--- config.mk ---
export PLATFORM = sky130hd
export DESIGN_NAME = adc_scan_ctrl
export DESIGN_NICKNAME = d
export VERILOG_FILES = /design/src/rtl/adc_scan_pkg.sv /design/src/rtl/adc_scan_next_ch.sv /design/src/rtl/adc_scan_ctrl.sv
export SDC_FILE = /design/constraint.sdc
export NUM_CORES = 1
export LEC_CHECK = 0
export ABC_AREA = 1
export CAP_MARGIN = 20
export CORE_UTILIZATION = 25
export DETAILED_ROUTE_END_ITERATION = 8
export GPL_TIMING_DRIVEN = 0
export PLACE_DENSITY = 0.48
export SETUP_SLACK_MARGIN = 0.15
export SYNTH_ARGS = -nofsm -noshare
export SYNTH_HDL_FRONTEND = slang
export SYNTH_SLANG_ARGS = --single-unit
--- constraint.sdc ---
create_clock -name clk_i -period 2 [get_ports clk_i]
set_input_delay 0.5 -clock clk_i [delete_from_list [all_inputs] [get_ports clk_i]]
set_output_delay 0.5 -clock clk_i [all_outputs]
set_load 0.02 [all_outputs]
--- src/rtl/adc_scan_pkg.sv ---
`default_nettype none
// ============================================================================
//  Module   : adc_scan_pkg
//  Purpose  : Shared types and constants for the ADC scan sequencer
//             (controller state encoding, default channel index type,
//             accumulator width helper).
//  Revision : 1.0 - initial release
// ============================================================================
package adc_scan_pkg;

  // Default build values; the top-level parameters start from these.
  localparam int unsigned c_RESOLUTION    = 8;
  localparam int unsigned c_NUM_CH        = 4;
  localparam int unsigned c_SETTLE_CYCLES = 2;
  localparam int unsigned c_AVG_LOG2_MAX  = 3;

  // Channel index for the default channel count.
  typedef logic [$clog2(c_NUM_CH)-1:0] ch_idx_t;

  // Controller states, explicit 3-bit encoding.
  typedef enum logic [2:0] {
    S_IDLE   = 3'd0,
    S_SELECT = 3'd1,
    S_SETTLE = 3'd2,
    S_START  = 3'd3,
    S_WAIT   = 3'd4,
    S_OUTPUT = 3'd5
  } state_t;

  // The accumulator must hold 2^avg_max full-scale samples without overflow.
  function automatic int unsigned acc_width(input int unsigned res,
                                            input int unsigned avg_max);
    return res + avg_max;
  endfunction

endpackage
`default_nettype wire

--- src/rtl/adc_scan_next_ch.sv ---
`default_nettype none
// ============================================================================
//  Module   : adc_scan_next_ch
//  Purpose  : Combinational next-enabled-channel finder.
//             i_wrap = 1 : returns the lowest enabled channel.
//             i_wrap = 0 : returns the lowest enabled channel above i_cur.
//  Ports    : i_mask  [NUM_CH]        enabled channel mask
//             i_cur   [$clog2(NUM_CH)] current channel
//             i_wrap                  search from channel 0
//             o_nxt   [$clog2(NUM_CH)] channel found (0 when none)
//             o_found                 a qualifying channel exists
//  Revision : 1.0 - initial release
// ============================================================================
module adc_scan_next_ch
  import adc_scan_pkg::*;
#(
  parameter int unsigned NUM_CH = c_NUM_CH
) (
  input  logic [NUM_CH-1:0]         i_mask,
  input  logic [$clog2(NUM_CH)-1:0] i_cur,
  input  logic                      i_wrap,
  output logic [$clog2(NUM_CH)-1:0] o_nxt,
  output logic                      o_found
);

  localparam int unsigned CH_W = $clog2(NUM_CH);

  // Descending scan so the last hit written is the lowest qualifying index.
  always_comb begin
    o_found = 1'b0;
    o_nxt   = '0;
    for (int i = NUM_CH - 1; i >= 0; i--) begin
      if (i_mask[i] && (i_wrap || (i > int'(i_cur)))) begin
        o_found = 1'b1;
        o_nxt   = CH_W'(i);
      end
    end
  end

endmodule
`default_nettype wire

--- src/rtl/adc_scan_ctrl.sv ---
`default_nettype none
// ============================================================================
//  Module   : adc_scan_ctrl
//  Purpose  : Multi-channel scan sequencer for the SAR ADC. Selects a mux
//             channel, waits for settling, pulses the ADC start, collects the
//             result (optionally averaging 2^N samples) and delivers
//             {channel, result} on a valid/ready stream.
//  Config   : ADC_SCAN_AVG_EN - when defined, enables 2^avg_log2_i sample
//             averaging; otherwise one sample per channel, avg_log2_i unused.
//  Ports    : clk_i, rst_ni (async, active-low)
//             scan_start_i, scan_abort_i, cont_i, ch_mask_i, avg_log2_i
//             mux_sel_o, adc_start_o, adc_rdy_i, adc_result_i  (adc side)
//             res_valid_o, res_ready_i, res_ch_o, res_data_o   (stream)
//             busy_o, done_o
//  Revision : 1.0 - initial release
// ============================================================================
module adc_scan_ctrl
  import adc_scan_pkg::*;
#(
  parameter int unsigned RESOLUTION    = c_RESOLUTION,
  parameter int unsigned NUM_CH        = c_NUM_CH,
  parameter int unsigned SETTLE_CYCLES = c_SETTLE_CYCLES,
  parameter int unsigned AVG_LOG2_MAX  = c_AVG_LOG2_MAX
) (
  input  logic                              clk_i,
  input  logic                              rst_ni,
  input  logic                              scan_start_i,
  input  logic                              scan_abort_i,
  input  logic                              cont_i,
  input  logic [NUM_CH-1:0]                 ch_mask_i,
  input  logic [$clog2(AVG_LOG2_MAX+1)-1:0] avg_log2_i,
  output logic [$clog2(NUM_CH)-1:0]         mux_sel_o,
  output logic                              adc_start_o,
  input  logic                              adc_rdy_i,
  input  logic [RESOLUTION-1:0]             adc_result_i,
  output logic                              res_valid_o,
  input  logic                              res_ready_i,
  output logic [$clog2(NUM_CH)-1:0]         res_ch_o,
  output logic [RESOLUTION-1:0]             res_data_o,
  output logic                              busy_o,
  output logic                              done_o
);

  localparam int unsigned CH_W  = $clog2(NUM_CH);
  localparam int unsigned SET_W = (SETTLE_CYCLES > 1) ? $clog2(SETTLE_CYCLES) : 1;
  localparam logic [SET_W-1:0] SET_LAST =
    (SETTLE_CYCLES > 0) ? SET_W'(SETTLE_CYCLES - 1) : '0;

  state_t              r_state;
  logic [NUM_CH-1:0]   r_mask;
  logic                r_wrap;        // finder searches from channel 0
  logic                r_first;       // first selection of this scan
  logic                r_abort;       // sticky abort request
  logic                r_rdy_prev;
  logic [SET_W-1:0]    r_settle_cnt;

  logic [CH_W-1:0]     w_nxt_ch;
  logic                w_found;
  logic                w_abort;
  logic                w_rdy_rise;

  assign w_abort    = r_abort | scan_abort_i;
  assign w_rdy_rise = adc_rdy_i & ~r_rdy_prev;

  adc_scan_next_ch #(
    .NUM_CH (NUM_CH)
  ) u_next_ch (
    .i_mask  (r_mask),
    .i_cur   (mux_sel_o),
    .i_wrap  (r_wrap),
    .o_nxt   (w_nxt_ch),
    .o_found (w_found)
  );

`ifdef ADC_SCAN_AVG_EN
  localparam int unsigned AVG_W = $clog2(AVG_LOG2_MAX + 1);
  localparam int unsigned ACC_W = acc_width(RESOLUTION, AVG_LOG2_MAX);
  localparam int unsigned CNT_W = AVG_LOG2_MAX + 1;

  logic [ACC_W-1:0]      r_acc;
  logic [CNT_W-1:0]      r_smp_cnt;
  logic [AVG_W-1:0]      r_avg;
  logic [ACC_W-1:0]      w_acc_sum;
  logic [CNT_W-1:0]      w_smp_last;
  logic [AVG_W-1:0]      w_avg_clamped;
  logic [RESOLUTION-1:0] w_avg_res;

  assign w_avg_clamped = (32'(avg_log2_i) > AVG_LOG2_MAX) ? AVG_W'(AVG_LOG2_MAX)
                                                          : avg_log2_i;
  assign w_acc_sum     = r_acc + ACC_W'(adc_result_i);
  assign w_smp_last    = (CNT_W'(1) << r_avg) - CNT_W'(1);
  // Truncating divide by 2^avg.
  assign w_avg_res     = RESOLUTION'(w_acc_sum >> r_avg);
`else
  logic w_unused_avg;
  assign w_unused_avg = ^avg_log2_i;
`endif

  always_ff @(posedge clk_i or negedge rst_ni) begin
    if (!rst_ni) begin
      r_state      <= S_IDLE;
      r_mask       <= '0;
      r_wrap       <= 1'b0;
      r_first      <= 1'b0;
      r_abort      <= 1'b0;
      r_rdy_prev   <= 1'b0;
      r_settle_cnt <= '0;
      mux_sel_o    <= '0;
      adc_start_o  <= 1'b0;
      res_valid_o  <= 1'b0;
      res_ch_o     <= '0;
      res_data_o   <= '0;
      busy_o       <= 1'b0;
      done_o       <= 1'b0;
`ifdef ADC_SCAN_AVG_EN
      r_acc        <= '0;
      r_smp_cnt    <= '0;
      r_avg        <= '0;
`endif
    end else begin
      r_rdy_prev  <= adc_rdy_i;
      adc_start_o <= 1'b0;
      done_o      <= 1'b0;

      if ((r_state != S_IDLE) && scan_abort_i) begin
        r_abort <= 1'b1;
      end

      // Terminations below rewrite r_abort/busy_o/done_o; being later in the
      // block they override the defaults above.
      case (r_state)
        S_IDLE: begin
          if (scan_start_i && (ch_mask_i != '0)) begin
            r_mask  <= ch_mask_i;
            r_wrap  <= 1'b1;
            r_first <= 1'b1;
            r_abort <= 1'b0;
            busy_o  <= 1'b1;
            r_state <= S_SELECT;
`ifdef ADC_SCAN_AVG_EN
            r_avg   <= w_avg_clamped;
`endif
          end
        end

        S_SELECT: begin
          if (w_abort) begin
            r_state <= S_IDLE;
            busy_o  <= 1'b0;
            done_o  <= 1'b1;
            r_abort <= 1'b0;
          end else begin
            mux_sel_o <= w_nxt_ch;
            r_wrap    <= 1'b0;
            r_first   <= 1'b0;
`ifdef ADC_SCAN_AVG_EN
            r_acc     <= '0;
            r_smp_cnt <= '0;
`endif
            // Re-selecting the same channel mid-scan needs no settling.
            if ((SETTLE_CYCLES == 0) || (!r_first && (w_nxt_ch == mux_sel_o))) begin
              adc_start_o <= 1'b1;
              r_state     <= S_START;
            end else begin
              r_settle_cnt <= '0;
              r_state      <= S_SETTLE;
            end
          end
        end

        S_SETTLE: begin
          if (w_abort) begin
            r_state <= S_IDLE;
            busy_o  <= 1'b0;
            done_o  <= 1'b1;
            r_abort <= 1'b0;
          end else if (r_settle_cnt == SET_LAST) begin
            adc_start_o <= 1'b1;
            r_state     <= S_START;
          end else begin
            r_settle_cnt <= r_settle_cnt + 1'b1;
          end
        end

        // adc_start_o is high for exactly this state's cycle.
        S_START: begin
          r_state <= S_WAIT;
        end

        S_WAIT: begin
          if (w_rdy_rise) begin
            if (w_abort) begin
              // Conversion is complete; its result is discarded.
              r_state <= S_IDLE;
              busy_o  <= 1'b0;
              done_o  <= 1'b1;
              r_abort <= 1'b0;
            end else begin
`ifdef ADC_SCAN_AVG_EN
              if (r_smp_cnt == w_smp_last) begin
                res_data_o  <= w_avg_res;
                res_ch_o    <= mux_sel_o;
                res_valid_o <= 1'b1;
                r_state     <= S_OUTPUT;
              end else begin
                r_acc       <= w_acc_sum;
                r_smp_cnt   <= r_smp_cnt + 1'b1;
                adc_start_o <= 1'b1;
                r_state     <= S_START;
              end
`else
              res_data_o  <= adc_result_i;
              res_ch_o    <= mux_sel_o;
              res_valid_o <= 1'b1;
              r_state     <= S_OUTPUT;
`endif
            end
          end
        end

        S_OUTPUT: begin
          if (res_ready_i) begin
            res_valid_o <= 1'b0;
            if (w_abort || (!w_found && !cont_i)) begin
              r_state <= S_IDLE;
              busy_o  <= 1'b0;
              done_o  <= 1'b1;
              r_abort <= 1'b0;
            end else if (w_found) begin
              r_state <= S_SELECT;
            end else begin
              // End of pass in continuous mode: wrap to the lowest channel.
              r_wrap  <= 1'b1;
              r_state <= S_SELECT;
            end
          end
        end

        default: begin
          r_state <= S_IDLE;
          busy_o  <= 1'b0;
        end
      endcase
    end
  end

endmodule
`default_nettype wire
# ---- Word level (Yosys, flattened, before mapping)
# Index checks and enable logic that the tools add are counted.
dict set report totals {
  output_inout_bits 16
  word_cells 128
  ff_bits 28
  input_bits 21
}
dict set report op_classes {
  n_reduce_logical 32
  n_addsub 1
  n_eq_ne 17
  n_bitwise 5
  muxes 56
  n_lt_le_gt_ge 3
}
# op count
set op_table {}
lappend op_table {{1-bit two-way mux} 36}
lappend op_table {{2-bit inequality test (second input constant)} 10}
lappend op_table {{3-bit two-way mux} 6}
lappend op_table {{3-bit one-hot mux with 6 select lines} 1}
lappend op_table {{4-bit AND reduction} 3}
lappend op_table {{2-bit two-way mux} 5}
lappend op_table {{1-bit logical AND} 8}
lappend op_table {{1-bit one-hot mux with 2 select lines} 4}
lappend op_table {{3-bit by 2-bit == test with 1-bit output (second input constant)} 2}
lappend op_table {{3-bit == test (second input constant)} 2}
lappend op_table {{1-bit one-hot mux with 3 select lines} 2}
lappend op_table {{3-bit AND reduction} 2}
lappend op_table {{6-bit AND reduction} 1}
lappend op_table {{2-bit nonzero test} 3}
lappend op_table {{3-bit nonzero test} 2}
lappend op_table {{1-bit one-hot mux with 5 select lines} 1}
lappend op_table {{5-bit AND reduction} 1}
lappend op_table {{2-bit greater-than comparator (first input constant)} 2}
lappend op_table {{1-bit logical OR} 4}
lappend op_table {{1-bit one-hot mux with 4 select lines} 1}
lappend op_table {{2-bit AND reduction} 2}
lappend op_table {{4-bit nonzero test} 1}
lappend op_table {{3-bit by 1-bit == test with 1-bit output (second input constant)} 1}
lappend op_table {{1-bit logical NOT} 3}
lappend op_table {{9 further kinds} 11}

# ---- Logic depth before layout (Yosys ltp)
# Gate-level depths: netlist of run 1.
dict set report depth {
  depth_word 13
  ltp_mapped 13
  depth_no_buf 13
}

# ---- Modules after synthesis
# Synthesis of run 1 repeated with hierarchy kept, for this count alone.
dict set report hier_totals {
  cells_unflattened 189
  hier_area_um2 1422.6
}
# module area_each_um2 cells_per_inst seq_area_each_um2 n_inst
set by_module_without_submodules {}
lappend by_module_without_submodules {adc_scan_ctrl 1342.5 173 700.7 1}
lappend by_module_without_submodules {adc_scan_next_ch 80.1 16 0.0 1}

# ---- Worst setup path before layout of run 1
# OpenSTA, ideal clock, no wires.
dict set report synth_path {
  kind {register to register}
  start {register r_state[1]}
  end {register res_data_o[0]}
  t_required_ps 1875
  path_slack_ps 563
  stages_incl_launch_ff 7
  path_buffers 1
  period_less_slack_ps 1437
  arrival_ps 1312
  setup_time_ps 125
  cell_sequence {dfrtp_1 nor3_2 inv_2 nor2_4 nand2_2 buf_6 mux2_4}
}
dict set report synth_via {
  elab_chain_len 2
}
# item line_no
set synth_lines {}
lappend synth_lines {{start, declared} adc_scan_ctrl.sv:49} ;# state_t r_state;
lappend synth_lines {{start signal, assigned} adc_scan_ctrl.sv:101} ;# r_state <= S_IDLE;
lappend synth_lines {{start signal, assigned} adc_scan_ctrl.sv:139} ;# r_state <= S_SELECT;
lappend synth_lines {{start signal, assigned} adc_scan_ctrl.sv:148} ;# r_state <= S_IDLE;
lappend synth_lines {{3-bit == test} adc_scan_ctrl.sv:131} ;# case (r_state)
lappend synth_lines {{3-bit AND reduction (no source line)} --}
lappend synth_lines {{end signal, assigned} adc_scan_ctrl.sv:212} ;# res_data_o <= adc_result_i;
lappend synth_lines {{end, declared} adc_scan_ctrl.sv:39} ;# output logic [RESOLUTION-1:0] res_data_o,
# No other way between the ends.
# A chain may end at the register's enable or synchronous reset.

# ---- Final worst setup path of run 1
dict set report layout_path {
  start {register res_valid_o}
  end {output res_valid_o}
}
# item line_no
set layout_rtl {}
lappend layout_rtl {{start, declared} adc_scan_ctrl.sv:36} ;# output logic res_valid_o,
lappend layout_rtl {{start signal, assigned} adc_scan_ctrl.sv:110} ;# res_valid_o <= 1'b0;
lappend layout_rtl {{start signal, assigned} adc_scan_ctrl.sv:214} ;# res_valid_o <= 1'b1;
lappend layout_rtl {{start signal, assigned} adc_scan_ctrl.sv:223} ;# res_valid_o <= 1'b0;
# No word-level cell between the ends.

==> results of run 1 <==
-- per-layer routing --
| layer | vias to the layer above | GRT usage, % | share of wire, % | routed length, um |
|---|---|---|---|---|
| met5 | - | 0 | 0 | 0 |
| met4 | 0 | 1.73 | 0.44 | 13 |
| met3 | 2 | 3.83 | 6.2 | 181 |
| met2 | 31 | 18.0 | 43 | 1270 |
| met1 | 505 | 14.6 | 50 | 1470 |
| li1 | 596 | - | - | - |
-- worst max-delay path by stage --
| stage | from | end | slack [ns] | cells past startpoint |
|---|---|---|---|---|
| after floorplan | r_state[1]$_DFFE_PN0P_ | res_data_o[0]$_DFFE_PN0P_ | 0.56 | 6 |
| after global placement | scan_abort_i | r_state[0]$_DFFE_PN0P_ | -0.15 | 8 |
| after detailed placement | scan_abort_i | r_state[0]$_DFFE_PN0P_ | -0.12 | 8 |
| after CTS | mux_sel_o[0]$_DFFE_PN0P_ | mux_sel_o[0] | 0.17 | 1 |
| after global routing | ch_mask_i[2] | r_mask[2]$_DFFE_PN0P_ | 0.15 | 9 |
| final | res_valid_o$_DFFE_PN0P_ | res_valid_o | 0.26 | 1 |
-- cells in the final DEF, fill, tap and decap left out, types with 4 or more instances in the layout --
| cell type | instances |
|---|---|
| a21oi_1 | 5 |
| clkbuf_8 | 4 |
| clkdlybuf4s50_1 | 32 |
| dfrtp_1 | 28 |
| inv_1 | 22 |
| mux2_4 | 6 |
| nand2_1 | 43 |
| nand3_1 | 15 |
| nor2_1 | 11 |
| o21ai_0 | 9 |
-- state kept, by name, summed over array words and instances (netlist names), 2 cells and up --
signal	cells
res_ch_o	2
r_state	3
res_data_o	8
r_mask	4
mux_sel_o	2
-- report_power, final --
| part | internal [mW] | total (mW) | switching (mW) |
|---|---|---|---|
| sequential | 0.798 | 0.948 | 0.150 |
| combinational | 0.600 | 1.39 | 0.792 |
| clock | 0.176 | 0.346 | 0.169 |
| total | 1.57 | 2.69 | 1.11 |
-- kinds of logic (layout without fill, tap and decap cells) --
kind of cell | Yosys count | after routing | share of synthesized area [%]
multiplexers | 8 | 8 | 8.14
flip-flops | 28 | 28 | 50.7
AO/OA/AOI/OAI | 20 | 20 | 8.14
AND/OR/NAND/NOR | 79 | 79 | 25.7
buffers and inverters | 25 | 64 | 7.33
-- through the flow --
stage	hold slack (ns)	setup TNS (ns)
after floorplan	0.204	0
after global placement	0.468	-2.29
after detailed placement	0.463	-0.201
after CTS	0.499	0
after global routing	0.513	0
final	0.492	0
-- Yosys cell counts --
master | n | share of area, %
nand2_1 | 43 | 12
o21ai_2 | 1 | 0.63
a21oi_1 | 5 | 1.8
nand2_2 | 2 | 0.90
nor2_1 | 13 | 3.5
inv_1 | 22 | 6.0
o21ai_0 | 9 | 3.3
nor3b_2 | 1 | 0.90
buf_6 | 1 | 0.81
inv_2 | 2 | 0.54
o221ai_1 | 1 | 0.63
nand4_1 | 2 | 0.90
mux2_2 | 2 | 1.6
mux2_4 | 6 | 6.5
o21ai_1 | 2 | 0.72
dfrtp_1 | 28 | 51
nor2_4 | 2 | 1.6
nor3_2 | 1 | 0.72
nand3_1 | 15 | 5.4
a211oi_1 | 2 | 1.1
-- layout make-up --
type / instances / area share, %
Buffer: 1 / 0.592
Clock buffer: 4 / 2.89
Inverter: 24 / 4.73
Multi-Input combinational cell: 107 / 30.8
Sequential cell: 28 / 36.8
Tap cell: 70 / 4.60
Timing Repair Buffer: 35 / 19.6
==> flow_metrics.py, run 1 <==
metrics = {
    "setup_path": {
        "cp_slowest_cell": "clkdlybuf4s50_1",
        "slowest_delay_ns": 0.61,
        "r2r_setup_slack_ns": 0.38,
        "crit_path_end_kind": "output port",
        "rr_worst_depth": 7,
        "cp-start-kind": "flop",
        "cp_top_family": "buffers and inverters",
        "crit_type": "flop to output port",
        "path_buf_inv": 1,
        "cp.arrival_ns": 1.24,
        "r2r-end": "r_first$_DFFE_PN0P_",
        "worstPathCellList": "clkdlybuf4s50_1",
        "r2r_start": "r_state[1]$_DFFE_PN0P_",
        "cp.required_ns": 1.50,
        "cp_max_fo": 2,
    },
    "place": {
        "port_buffers": 34,
        "dp_hpwl_mm": 2.33,
        "dp_slack_ns": -0.125,
        "dpl_cell_area_um2": 1840,
        "gp_congestion": 0.819,
        "place_inst": 265,
    },
    "synth": {
        "syn-cell-area_um2": 1380,
        "ys_seq_elements": 28,
        "ys_seq_area_share_pct": 50.7,
        "yosysWarningCount": 0,
        "ys_types": 20,
        "syn_avg_cell_area_um2": 8.64,
        "synthCells": 160,
        "syn_nets": 181,
    },
    "clocking": {
        "htreeDepth": 1,
        "ctsLongestPathBuffers": 2,
        "clk_latency_ns": 0.27,
        "cts_setup_buffers": 0,
        "cts_buffers": 3,
        "cts_resized": 0,
        "cts_tree": "done",
        "cts_root_buf": "clkbuf_8",
        "numClockSinks": 28,
        "cts_hold_buf": 0,
        "clkTransAtPathRegs_ns": 0.09,
    },
    "hold_path": {
        "whs_path_depth": 2,
        "hold_path_class": "flop to flop",
        "worstHoldStart": "r_mask[2]$_DFFE_PN0P_",
        "hold_end": "r_mask[2]$_DFFE_PN0P_",
    },
    "floorplan": {
        "fp.dieW_um": 76.4,
        "initial_core_util_pct": 26.6,
        "core_area_um2": 5200,
        "rows": 26,
        "chipHeight_um": 76.4,
        "dieArea_um2": 5830,
        "io_pins": 37,
    },
    "routing": {
        "vias_per_cell": 4.22,
        "ant_nets": 0,
        "wirelength_mm": 2.93,
        "avgRoutedWirePerCell_um": 10.9,
        "first_iter_violations": 50,
        "drc": 0,
        "routed-via-count": 1134,
        "drt_first_pass_iters": 4,
    },
    "power": {
        "powerDensity_nw_per_um2": 1410,
        "finalPower_mw": 2.69,
        "power_leakage_nw": 0.967,
        "ir_drop_mv": 0.524,
    },
    "layout": {
        "stdcell_count": 269,
        "final_nets": 221,
        "seq_area_um2": 701,
        "fillCellCount": 541,
        "area_growth_pct": 37.6,
        "multi_input_area_um2": 586,
        "fin_util_pct": 36.6,
        "n_antenna_cell": 0,
        "finalInstanceArea_um2": 1900,
        "drive_gt1_share_pct": 12.6,
    },
    "grt": {
        "overflow": 0,
        "grt_usage_pct": 11.1,
        "antenna_found_initial": 0,
        "grt_max_degree": 16,
        "grt_pass1_wl_mm": 5.23,
        "grt_pass1_vias": 1129,
    },
    "sta": {
        "skew_ns": 0.00324,
        "rsz0062_at_grt": "false",
        "finalMaxSlewViolations": 0,
        "setup_violations": 0,
        "fmax_mhz": 574,
        "slew_headroom_pct": 49.3,
        "tightest_slew_ns": 0.758,
        "hold_viol": 0,
        "fin_crit_sh_pct": 87.1,
        "fin_ws_ns": 0.258,
        "min_period_ns": 1.74,
    },
    "outcome": {
        "outcome": "finished clean",
    },
    "run": {
        "max-cap-violations": 0,
    },
}
No activity file was read; power rests on OpenSTA's default activity.
==> run 2: changes to the inputs <==
ABC_AREA = unset   (was 1)
ABC_CLOCK_PERIOD_IN_PS = 2000   (was unset)
PLACE_DENSITY = 0.47   (was 0.48)
SLEW_MARGIN = 0   (was unset)
==> run 2 against run 1 <==
  * Clock power is 9.0% higher
  * Clock skew hardly changed
  * Critical path type is now input port to flop
  * Total power is 15% higher
  * Register-to-register slack worse by 0.09 ns
  * Clock-buffer cell count stayed put
  * Critical path depth is 6 higher
  * Largest power group unchanged
  * Largest cell class is now multi-input gates
  * Sequential share of layout area is 3.1 points lower
==> flow_metrics.py, run 2 <==
metrics = {
    "outcome": {
        "outcome": "finished clean",
    },
    "routing": {
        "vias_per_cell": 5.01,
        "wirelength_mm": 4.00,
        "routed-via-count": 1359,
        "drt_first_pass_iters": 4,
        "avgRoutedWirePerCell_um": 14.8,
        "first_iter_violations": 92,
        "ant_nets": 0,
        "drc": 0,
    },
    "synth": {
        "yosysTopAreaCell": "dfrtp_1",
        "synthArstFlopShare_pct": 100,
        "synth_edf_count": 0,
        "ys_seq_elements": 28,
        "synthCells": 156,
        "synth.area.top_cells": "dfrtp_1, mux2_2, o21ai_0",
        "yosys.cell_count.top_type": "dfrtp_1",
        "synth_common_cells": "dfrtp_1, mux2_2, o21ai_0, nor2_1, nand2_1",
        "syn_avg_cell_area_um2": 9.63,
        "yosysWarningCount": 0,
        "synth_ff_type": "dfrtp_1",
        "ys_seq_area_share_pct": 46.6,
        "syn-cell-area_um2": 1500,
        "synth_top_area_share_pct": 46.6,
        "syn_nets": 177,
        "ys_types": 39,
    },
    "grt": {
        "overflow": 0,
        "grt_pass1_wl_mm": 6.64,
        "antenna_found_initial": 0,
        "grt_pass1_vias": 1362,
        "grt_max_degree": 21,
        "grt_usage_pct": 13.4,
    },
    "clocking": {
        "clkTransAtPathRegs_ns": 0.11,
        "numClockSinks": 28,
        "cts_hold_buf": 0,
        "ctsLongestPathBuffers": 2,
        "htreeDepth": 1,
        "clk_latency_ns": 0.28,
        "cts_buffers": 3,
        "cts_root_buf": "clkbuf_8",
        "cts_tree": "done",
    },
    "layout": {
        "largest_reg_flops": 8,
        "final_cell_mix": "clkdlybuf4s50_1, dfrtp_1, o21ai_0, mux2_2, nor2_1",
        "reg_top3": "res_data_o: 8 flops, r_mask: 4 flops, r_state: 3 flops",
        "finalInstanceArea_um2": 2080,
        "layout_commonest_cell": "clkdlybuf4s50_1",
        "fin_util_pct": 36.8,
        "final_nets": 221,
        "drive_gt1_share_pct": 17.1,
        "regMostFlops": "res_data_o",
        "n_antenna_cell": 0,
        "area_growth_pct": 38.1,
        "fillCellCount": 575,
    },
    "place": {
        "gp_congestion": 0.838,
        "dp_slack_ns": -0.413,
        "port_buffers": 34,
        "dp_hpwl_mm": 2.86,
        "dpl_cell_area_um2": 1960,
    },
    "power": {
        "ir_drop_mv": 0.664,
        "power_leakage_nw": 0.857,
        "powerDensity_nw_per_um2": 1480,
    },
    "floorplan": {
        "fp.dieW_um": 79.5,
        "core_area_um2": 5640,
        "io_pins": 37,
        "rows": 27,
        "chipHeight_um": 79.5,
        "initial_core_util_pct": 26.6,
        "dieArea_um2": 6330,
    },
    "sta": {
        "fin_setup_tns_ns": 0,
        "min_period_ns": 1.84,
        "rsz0062_at_grt": "true",
        "tightest_slew_ns": 0.527,
        "fin_ws_ns": 0.161,
        "slew_headroom_pct": 64.8,
        "finalMaxSlewViolations": 0,
        "setup_violations": 0,
        "fmax_mhz": 544,
        "skew_ns": 0.00290,
        "fin_crit_sh_pct": 92.0,
        "hold_viol": 0,
    },
    "hold_path": {
        "hold_path_class": "flop to flop",
    },
    "setup_path": {
        "cp.required_ns": 2.19,
        "cp_max_fo": 3,
        "crit_type": "input port to flop",
        "cp.arrival_ns": 2.02,
        "crit_path_end_kind": "flop",
        "cp-start-kind": "input port",
    },
    "run": {
        "max-cap-violations": 0,
    },
}
-- run 2: worst paths after layout --
| path | cells after the start | start | slack [ns] | end |
|---|---|---|---|---|
| max | 7 | ch_mask_i[1] | 0.16 | r_wrap$_DFFE_PN0P_ |
| max reg2reg | 5 | r_mask[1]$_DFFE_PN0P_ | 0.29 | r_wrap$_DFFE_PN0P_ |
| max in group asynchronous | 2 | rst_ni | 0.96 | r_mask[1]$_DFFE_PN0P_ |
| min in group asynchronous | 1 | rst_ni | 0.55 | adc_start_o$_DFF_PN0_ |
| min reg2reg | 2 | res_ch_o[1]$_DFFE_PN0P_ | 0.50 | res_ch_o[1]$_DFFE_PN0P_ |
| min | 2 | res_ch_o[1]$_DFFE_PN0P_ | 0.50 | res_ch_o[1]$_DFFE_PN0P_ |
-- run 2: per-stage QoR --
step,std cells,hold slack [ns],total power [mW]
2_1_floorplan,156,0.204,2.05
3_3_place_gp,262,0.470,2.61
3_5_place_dp,263,0.479,2.64
4_1_cts,270,0.506,3.08
5_1_grt,271,0.522,3.30
6_report,271,0.498,3.08
-- run 2: cell type report --
type | count | area [um^2] | share of cell area [%]
Timing Repair Buffer | 39 | 394 | 19.0
Sequential cell | 28 | 701 | 33.8
Buffer | 9 | 38.8 | 1.87
Clock buffer | 4 | 55.1 | 2.65
Inverter | 7 | 26.3 | 1.27
Multi-Input combinational cell | 112 | 771 | 37.1
Tap cell | 72 | 90.1 | 4.34
-- run 2: timing repair --
item | CTS | global route
cloned | 0 | 0
pin swaps | 3 | 2
setup endpoints to repair | 20 | 9
endpoints found under the hold margin | 0 | 0
resized for setup | 9 | 1
setup buffers | 3 | 1
-- run 2: cell families (layout without fill, tap and decap cells) --
group,count (synthesis),in the layout,synth area share (%)
mux,13,13,9.74
buf+inv,16,59,4.33
simple gates,54,54,18.7
flops,28,28,46.6
xor+xnor,1,1,0.583
compound gates,44,44,20.1
-- run 2: where the power goes --
part	internal [mW]	total, mW	switching [mW]
Clock	0.177	0.377	0.200
Sequential	0.807	1.00	0.193
Combinational	0.781	1.70	0.917
Total	1.77	3.08	1.31
-- run 2: worst max-delay path: stages --
cell	delay [ns]
clkdlybuf4s50_1	0.46
o41ai_4	0.45
buf_4	0.19
nor3_1	0.04
nor2_1	0.13
a311oi_1	0.06
o21a_1	0.20
-- run 2: routing by layer --
metal | vias to the layer above | share of wire, % | global-route usage [%]
met2 | 52 | 46 | 20.8
met4 | 0 | 0.77 | 3.09
li1 | 650 | - | -
met1 | 655 | 48 | 19.0
met5 | - | 0 | 0
met3 | 2 | 5.2 | 2.51
